## src/rtl/jk_reg_counter.sv

```systemverilog
// rtl/jk_reg_counter.sv - WIDTH-bit JK register with parallel load and up/down toggle-chain counter
// Optional: define JK_REG_COUNTER_SATURATE_EN to make count modes saturate at the limits instead of wrapping.
module jk_reg_counter #(
   parameter int               WIDTH     = 4,
   parameter logic [WIDTH-1:0] RESET_VAL = '0
) (
   input  logic             CLK,
   input  logic             RST_N,
   input  logic             en,
   input  logic [1:0]       mode,
   input  logic [WIDTH-1:0] j,
   input  logic [WIDTH-1:0] k,
   input  logic [WIDTH-1:0] d,
   output logic [WIDTH-1:0] q,
   output logic             tc
);

   localparam logic [1:0] MODE_JK   = 2'b00;
   localparam logic [1:0] MODE_LOAD = 2'b01;
   localparam logic [1:0] MODE_UP   = 2'b10;
   localparam logic [1:0] MODE_DOWN = 2'b11;

   logic [WIDTH-1:0] r_q;
   logic             r_tc;
   logic [WIDTH-1:0] w_up_tog;
   logic [WIDTH-1:0] w_dn_tog;
   logic [WIDTH-1:0] w_next;
   logic             w_tc;
   logic             w_all_ones;
   logic             w_all_zero;

   // Toggle chain: a bit flips when every lower bit is 1 (up) or 0 (down).
   genvar gi;
   generate
      for (gi = 0; gi < WIDTH; gi++) begin : g_chain
         if (gi == 0) begin : g_lsb
            assign w_up_tog[gi] = 1'b1;
            assign w_dn_tog[gi] = 1'b1;
         end else begin : g_upper
            assign w_up_tog[gi] = &r_q[gi-1:0];
            assign w_dn_tog[gi] = ~|r_q[gi-1:0];
         end
      end
   endgenerate

   assign w_all_ones = &r_q;
   assign w_all_zero = ~|r_q;

   always_comb begin
      w_next = r_q;
      w_tc   = 1'b0;
      case (mode)
         MODE_JK: begin
            for (int i = 0; i < WIDTH; i++) begin
               case ({j[i], k[i]})
                  2'b01:   w_next[i] = 1'b0;
                  2'b10:   w_next[i] = 1'b1;
                  2'b11:   w_next[i] = ~r_q[i];
                  default: w_next[i] = r_q[i];
               endcase
            end
         end
         MODE_LOAD: w_next = d;
         MODE_UP: begin
            w_tc = w_all_ones;
`ifdef JK_REG_COUNTER_SATURATE_EN
            w_next = w_all_ones ? r_q : (r_q ^ w_up_tog);
`else
            w_next = r_q ^ w_up_tog;
`endif
         end
         MODE_DOWN: begin
            w_tc = w_all_zero;
`ifdef JK_REG_COUNTER_SATURATE_EN
            w_next = w_all_zero ? r_q : (r_q ^ w_dn_tog);
`else
            w_next = r_q ^ w_dn_tog;
`endif
         end
         default: w_next = r_q;
      endcase
   end

   always_ff @(posedge CLK or negedge RST_N) begin
      if (!RST_N) begin
         r_q  <= RESET_VAL;
         r_tc <= 1'b0;
      end else if (en) begin
         r_q  <= w_next;
         r_tc <= w_tc;
      end else begin
         r_tc <= 1'b0;
      end
   end

   assign q  = r_q;
   assign tc = r_tc;

endmodule
```

## config.mk

```make
export PLATFORM = sky130hd
export DESIGN_NAME = jk_reg_counter
export DESIGN_NICKNAME = d
export VERILOG_FILES = /design/src/rtl/jk_reg_counter.sv
export SDC_FILE = /design/constraint.sdc
export NUM_CORES = 1
export LEC_CHECK = 0
export ABC_AREA = 1
export CORE_MARGIN = 1
export CORE_UTILIZATION = 40
export CTS_BUF_LIST = sky130_fd_sc_hd__clkbuf_16
export DETAILED_ROUTE_END_ITERATION = 7
export PLACE_DENSITY = 0.81
export SYNTH_ARGS = -nofsm -noshare
export SYNTH_HDL_FRONTEND = slang
export SYNTH_SLANG_ARGS = --single-unit
```

## constraint.sdc

```tcl
create_clock -name CLK -period 1.3 [get_ports CLK]
set_input_delay 0.13 -clock CLK [delete_from_list [all_inputs] [get_ports CLK]]
set_output_delay 0.13 -clock CLK [all_outputs]
set_load 0.05 [all_outputs]
```

==> impl_metrics.prom <==
# TYPE chip_impl_metric gauge
chip_impl_metric{name="chipHeight",unit="um"} 40.5
chip_impl_info{name="rsz0062_at_grt",value="yes"} 1
chip_impl_metric{name="vdd_drop_max",unit="uV"} 535
chip_impl_metric{name="slew_headroom",unit="%"} 79.2
chip_impl_metric{name="mux_contribution_to_synthesized_area",unit="%"} 0
chip_impl_metric{name="setup_viol",unit=""} 0
chip_impl_metric{name="first_iter_violations",unit=""} 19
chip_impl_metric{name="final_hold_viol_count",unit=""} 0
chip_impl_info{name="critPathTopFamily",value="buffers and inverters"} 1
chip_impl_metric{name="crit_buf_inv",unit=""} 2
chip_impl_metric{name="timing_worst_slew_pin_value",unit="ns"} 0.311
chip_impl_metric{name="fin_area",unit="um^2"} 975
chip_impl_metric{name="area_enclosed_by_the_die_boundary",unit="um^2"} 1640
chip_impl_metric{name="die_width",unit="um"} 40.5
chip_impl_metric{name="detailroute.via_count",unit=""} 707
chip_impl_metric{name="slowest_delay",unit="ns"} 0.45
chip_impl_metric{name="num_io_pins",unit=""} 22
chip_impl_info{name="critPathSlowestCell",value="sky130_fd_sc_hd__clkdlybuf4s50_1"} 1
chip_impl_metric{name="synth.cell_area",unit="um^2"} 592
chip_impl_metric{name="seq_power_share",unit="%"} 20.4
chip_impl_info{name="worstSetupPathType",value="input port to register"} 1
chip_impl_metric{name="drive_gt1_share",unit="%"} 18.3
chip_impl_metric{name="cp_data_required_time",unit="ns"} 1.40
chip_impl_metric{name="grt_pass1_vias",unit=""} 584
chip_impl_metric{name="timing.clock.skew",unit="ns"} 0.00428
chip_impl_metric{name="cts-resized-gates",unit=""} 0
chip_impl_metric{name="detailedRoute.firstPassIterationCount",unit=""} 4
chip_impl_metric{name="grt_antenna_before_repair",unit=""} 0
chip_impl_metric{name="final.min_clock_period",unit="ns"} 1.26
chip_impl_metric{name="internal_power",unit="mW"} 0.800
chip_impl_metric{name="final_nets",unit=""} 141
chip_impl_metric{name="synthesis.yosys.warnings",unit=""} 0
chip_impl_metric{name="grt_first_pass_wirelength",unit="um"} 2700
chip_impl_metric{name="routed_wire_length_per_instance",unit="um"} 14.2
chip_impl_metric{name="power_leakage",unit="nW"} 0.489
chip_impl_metric{name="cell_count_after_synthesis",unit=""} 88
chip_impl_metric{name="ant_nets",unit=""} 0
chip_impl_metric{name="fp.coreArea",unit="um^2"} 1330
chip_impl_metric{name="grt_overflow",unit=""} 0
chip_impl_metric{name="maximum_number_of_pins_on_one_net_before_global_route_repair",unit=""} 9
chip_impl_metric{name="fillCellCount",unit=""} 102
chip_impl_metric{name="htree_levels",unit=""} 1
chip_impl_metric{name="critical_path_arrival",unit="ns"} 1.36
chip_impl_metric{name="switchingPower",unit="mW"} 0.422
chip_impl_metric{name="yosysUniqueCellTypes",unit=""} 21
chip_impl_metric{name="vias_per_cell",unit=""} 5.44
chip_impl_info{name="cts_tree",value="built"} 1
chip_impl_metric{name="placedInstanceArea",unit="um^2"} 885
chip_impl_metric{name="cap_viol_max_count",unit=""} 0
chip_impl_metric{name="synth_xor_area_share",unit="%"} 0
chip_impl_metric{name="clock_insertion_delay_worst_skew",unit="ns"} 0.23
chip_impl_metric{name="power-per-cell-area",unit="nW/um^2"} 1250
chip_impl_metric{name="fmax",unit="GHz"} 0.793
chip_impl_metric{name="syn2layout_area_growth",unit="%"} 64.7
chip_impl_metric{name="post_synth_fa_ha_maj_area_fraction",unit="%"} 16.9
chip_impl_metric{name="final-max-slew-violation-count",unit=""} 0
chip_impl_metric{name="cts-buffers-inserted",unit=""} 3
chip_impl_metric{name="cts_hold_fix_bufs",unit=""} 0
chip_impl_metric{name="clock_power_share",unit="%"} 41.6
chip_impl_info{name="timing.critical_path.cells",value="clkdlybuf4s50_1 -> ha_1 -> inv_1 -> nor2_1 -> o21ai_1 -> o211ai_1 -> nand2_1 -> o21ai_0"} 1
chip_impl_metric{name="clkTransAtPathRegs",unit="ns"} 0.04
chip_impl_metric{name="synthesized_net_count",unit=""} 113
chip_impl_info{name="largest_family_of_logic_cells_by_synthesized_area",value="simple AND/OR/NAND/NOR gates"} 1
chip_impl_info{name="critPathCaptureType",value="register"} 1
chip_impl_metric{name="post_cts_buffers",unit=""} 0
chip_impl_metric{name="share_of_synthesized_area_occupied_by_flip_flops_and_latches",unit="%"} 21.1
chip_impl_info{name="timing.critical_path.from_type",value="input port"} 1
chip_impl_metric{name="starting_density_of_the_core",unit="%"} 44.4
chip_impl_info{name="status",value="finished, final reports clean"} 1
chip_impl_metric{name="finalSetupTns",unit="ns"} 0
chip_impl_metric{name="n_antenna_cell",unit=""} 0
chip_impl_info{name="clock-root-buffer",value="sky130_fd_sc_hd__clkbuf_16"} 1
chip_impl_metric{name="place_congestion",unit=""} 0.840
chip_impl_metric{name="power_switching_share",unit="%"} 34.6
chip_impl_metric{name="critical_path.max_fanout",unit=""} 2
chip_impl_metric{name="ctsLongestPathBuffers",unit=""} 2
chip_impl_metric{name="drc",unit=""} 0
chip_impl_metric{name="row_count",unit=""} 13
chip_impl_metric{name="aggregate_global_route_resource_usage",unit="%"} 26.4
chip_impl_metric{name="seq_area",unit="um^2"} 128
chip_impl_metric{name="postRouteWirelength",unit="um"} 1850
chip_impl_metric{name="combPwrFrac",unit="%"} 38.0
chip_impl_metric{name="syn_area_cell",unit="um^2"} 6.73
chip_impl_metric{name="synth.ff_latch_count",unit=""} 5
chip_impl_metric{name="clkSinkCount",unit=""} 5
chip_impl_metric{name="final_core_util",unit="%"} 73.1
chip_impl_metric{name="port_buffers",unit=""} 21
chip_impl_metric{name="synth-simple-area-share",unit="%"} 32.6
chip_impl_metric{name="final.period_utilization",unit="%"} 97.0
chip_impl_metric{name="synth-compound-area-share",unit="%"} 16.5
chip_impl_metric{name="multi_input_comb_area",unit="um^2"} 399
chip_impl_metric{name="fin_hold_ws",unit="ns"} 0.127
chip_impl_info{name="hp-class",value="input port to asynchronous set/reset pin"} 1
chip_impl_metric{name="place.detailed.hpwl",unit="um"} 1310
-- state kept, by name, summed over array words and instances, names as in the netlist --
signal	cells
tc	1
q	4
-- synth_stat cells --
cell,count,share of area [%]
sky130_fd_sc_hd__a211oi_1,1,1.3
sky130_fd_sc_hd__a21oi_1,4,3.4
sky130_fd_sc_hd__a21oi_2,2,3.0
sky130_fd_sc_hd__a22oi_1,1,1.3
sky130_fd_sc_hd__a31oi_1,2,2.1
sky130_fd_sc_hd__buf_6,1,1.9
sky130_fd_sc_hd__clkinv_2,1,0.84
sky130_fd_sc_hd__dfrtp_1,5,21
sky130_fd_sc_hd__ha_1,8,17
sky130_fd_sc_hd__inv_1,16,10
sky130_fd_sc_hd__nand2_1,15,9.5
sky130_fd_sc_hd__nand2_2,1,1.1
sky130_fd_sc_hd__nand3_1,13,11
sky130_fd_sc_hd__nand3_2,1,1.7
sky130_fd_sc_hd__nand3b_1,1,1.3
sky130_fd_sc_hd__nand4_1,1,1.1
sky130_fd_sc_hd__nor2_1,8,5.1
sky130_fd_sc_hd__nor2_4,1,1.9
sky130_fd_sc_hd__o211ai_1,1,1.3
sky130_fd_sc_hd__o21ai_0,4,3.4
sky130_fd_sc_hd__o21ai_1,1,0.84
-- metrics by stage --
| step | cells | power (mW) | setup slack, ns |
|---|---|---|---|
| after floorplan | 88 | 0.465 | 0.0172 |
| after global placement | 126 | 0.678 | -0.114 |
| after detailed placement | 126 | 0.693 | -0.170 |
| after CTS | 130 | 1.21 | 0.0441 |
| after global routing | 130 | 1.27 | -0.0232 |
| final | 130 | 1.22 | 0.0388 |
-- path summary, 6_finish.rpt --
path / start / depth (start not counted) / slack [ns] / to
max: j[0] / 8 / 0.04 / q[0]
min: RST_N / 1 / 0.13 / q[3]
max reg2reg: q[1] / 6 / 0.10 / q[3]
min reg2reg: q[2] / 2 / 0.67 / q[2]
max in group asynchronous: RST_N / 1 / 0.95 / q[2]
min in group CLK: mode[0] / 5 / 0.47 / q[1]
-- final cells by class --
cell class | instances | area share, %
tap | 15 | 1.93
sequential | 5 | 13.1
clock inverter | 1 | 0.385
timing repair buffer | 24 | 29.3
clock buffer | 3 | 7.70
multi-input combinational | 65 | 40.9
inverter | 17 | 6.68
-- worst reg2reg max path: stages (launching register included) --
cell,delay (ns)
sky130_fd_sc_hd__dfrtp_1,0.47
sky130_fd_sc_hd__nor2_2,0.22
sky130_fd_sc_hd__nand2_1,0.07
sky130_fd_sc_hd__nand2_1,0.06
sky130_fd_sc_hd__nand3_1,0.08
sky130_fd_sc_hd__nand3_1,0.12
sky130_fd_sc_hd__a21oi_2,0.06
-- power by group through the flow --
stage                     sequential (mW)  clock [mW]  combinational, mW
after floorplan                     0.309           0              0.156
after global placement              0.242           0              0.436
after detailed placement            0.244           0              0.450
after CTS                           0.245       0.508              0.456
after global routing                0.252       0.520              0.495
final                               0.249       0.509              0.464
-- layout by cell type (no fill, tap or decap), types with 4 or more instances in the layout --
master / netlist / final
sky130_fd_sc_hd__ha_1: 8 / 8
sky130_fd_sc_hd__nand2_1: 15 / 15
sky130_fd_sc_hd__a21oi_1: 4 / 4
sky130_fd_sc_hd__buf_12: 0 / 5
sky130_fd_sc_hd__clkdlybuf4s50_1: 0 / 15
sky130_fd_sc_hd__nand3_1: 13 / 13
sky130_fd_sc_hd__inv_1: 16 / 17
sky130_fd_sc_hd__nor2_1: 8 / 7
-- kinds of logic (layout without fill, tap and decap cells) --
logic type | Yosys count | count (layout)
adders and majority gates | 8 | 8
AOI/OAI and AO/OA | 16 | 16
and+or+nand+nor | 41 | 41
buffers and inverters | 18 | 45
DFF | 5 | 5
-- layer usage --
metal | vias up | share of wire [%] | track usage (%)
met3 | 5 | 5.8 | 6.11
met2 | 34 | 53 | 45.2
met1 | 323 | 39 | 28.1
li1 | 345 | - | -
met4 | 0 | 2.3 | 18.3
met5 | - | 0 | 0
Power figures use the tool's default switching activity.
==> RTL edit (config.mk and constraints unchanged) <==
Change the parameter `WIDTH` from 4 to 6.
--- a/src/rtl/jk_reg_counter.sv
+++ b/src/rtl/jk_reg_counter.sv
@@ -2,5 +2,5 @@
 // Optional: define JK_REG_COUNTER_SATURATE_EN to make count modes saturate at the limits instead of wrapping.
 module jk_reg_counter #(
-   parameter int               WIDTH     = 4,
+   parameter int               WIDTH     = 6,
    parameter logic [WIDTH-1:0] RESET_VAL = '0
 ) (
Interface: changed (resized d, j, k and q); port bits go from 22 to 30. The function was not compared with the original's and may differ.
==> RTL edit against the original RTL <==
  * Via count increased by 43%
  * Largest power group is now combinational cells
  * Critical endpoint is now q[5]
  * Worst setup slack improved by 0.0056 ns
  * Count of clock-buffer cells in the layout did not move
  * First-iteration DRC count up 16%
  * Sequential cell count increased by 2
  * Sequential power rose by 39%
  * Power rose by 28%
  * Synthesized area increased by 44%
  * Hold slack better by 0.047 ns
  * Cell area up 42%
  * Largest cell class unchanged
  * Synthesized cell count up 48%
  * Wire length grew 29%
==> RTL edit: results (changes against the original RTL) <==
[run_status]
outcome = completed

[critical_path]
endpoint = q[5]
startpoint = j[5]
r2r_slack_ns = 0.09
worst_setup_path_end_kind = flip-flop

[synth]
synth_common_cells = 25 x nand2_1, 19 x inv_1, 19 x nor2_1
synth_cell_type_count = 19  ; -9.5%
syn_nets = 165  ; +46%
synthTopCellsByArea = dfrtp_1 21%, ha_1 18%, nand2_1 11%

[sta]
skew_ns = 0.00440  ; +0.000126 ns
fmax_mhz = 796  ; +0.44%
worstMarginPinSlew_ns = 0.363  ; +0.0521 ns

[global_routing]
grt_pass1_wl_um = 3430  ; +27%
grt_pass1_vias = 863  ; +48%
grt_max_degree = 10  ; +1

[routing]
drtIter0Drc = 22  ; +3
viasPerCell = 5.23  ; -3.9%
wl_met3_um = 144  ; +33%
wl_met2_um = 1260  ; +28%
wirelength_um = 2390  ; +29%

[placement]
gp_congestion = 0.814  ; -3.1%
io_buffer_count = 29  ; +38%
dpl.hpwl_um = 1650  ; +26%
placed_area_um2 = 1260  ; +42%
pre_cts_ws_ns = -0.232  ; -0.0624 ns

[pwr]
leakagePower_nw = 0.724  ; +48%
vdd_drop_max_mv = 0.670  ; +25%

[final_layout]
fill_cells = 152  ; +49%
nNetsFinal = 202  ; +43%
drive_above_1_share = 0.235  ; +0.0523
largest_reg_flops = 6  ; +2

[clock_tree]
cts.path.max_buffers = 2  ; unchanged

[RTL edit: cell count changes in the layout (fill, tap and decap cells not counted), sizes merged, moves of 2 or more]
cell / delta
a21oi: +3
dfrtp: +2
buf: +2
dlymetal6s2s: +5
ha: +4
nor2: +14
a31oi: +6
inv: +6
nand2: +10
[RTL edit: final cells by class]
cell class / count / share of cell area
Inverter: 24 / 0.0658
Multi-Input combinational cell: 99 / 0.435
Tap cell: 27 / 0.0243
Clock inverter: 1 / 0.00361
Timing Repair Buffer: 32 / 0.287
Clock buffer: 3 / 0.0541
Sequential cell: 7 / 0.131
[RTL edit: worst min-delay path by stage]
stage / end / cells past startpoint / slack (ns) / start
6_report: tc / 1 / 0.17 / RST_N
5_1_grt: tc / 1 / 0.20 / RST_N
4_1_cts: tc / 1 / 0.19 / RST_N
3_5_place_dp: q[5] / 1 / 0.43 / RST_N
3_3_place_gp: q[5] / 1 / 0.43 / RST_N
2_1_floorplan: q[0] / 0 / -0.17 / RST_N
[RTL edit: power by group]
group | switching, mW | internal, mW
combinational | 0.365 | 0.316
sequential | 0.0851 | 0.262
clock | 0.126 | 0.404
[RTL edit: what timing repair did]
item                                    in CTS  in global routing
hold buffers                                 0                  0
setup buffers                                0                  1
gates resized for setup                      0                 12
endpoints found under the hold margin        0                  0
endpoints found under the setup margin       0                  5
[RTL edit: routing by layer]
layer / vias up / track usage
met5: - / 0
met4: 0 / 0.128
met3: 4 / 0.0370
met2: 39 / 0.336
met1: 472 / 0.262
li1: 494 / -
[RTL edit: cells by family (layout without fill, tap and decap cells)]
logic type / Yosys count / in the layout / share of synthesized area
compound gates: 22 / 22 / 0.150
fa+ha+maj: 12 / 12 / 0.176
buf+inv: 25 / 60 / 0.120
flops: 7 / 7 / 0.206
simple gates: 64 / 65 / 0.348
[RTL edit: stage by stage]
step	cells	total power, mW	utilization	hold slack, ns
after floorplan	130	0.680	-	-0.166
after global placement	187	0.975	0.634	0.432
after detailed placement	187	0.994	0.634	0.429
after CTS	191	1.53	0.674	0.187
after global routing	193	1.63	0.700	0.198
final	193	1.56	0.700	0.174
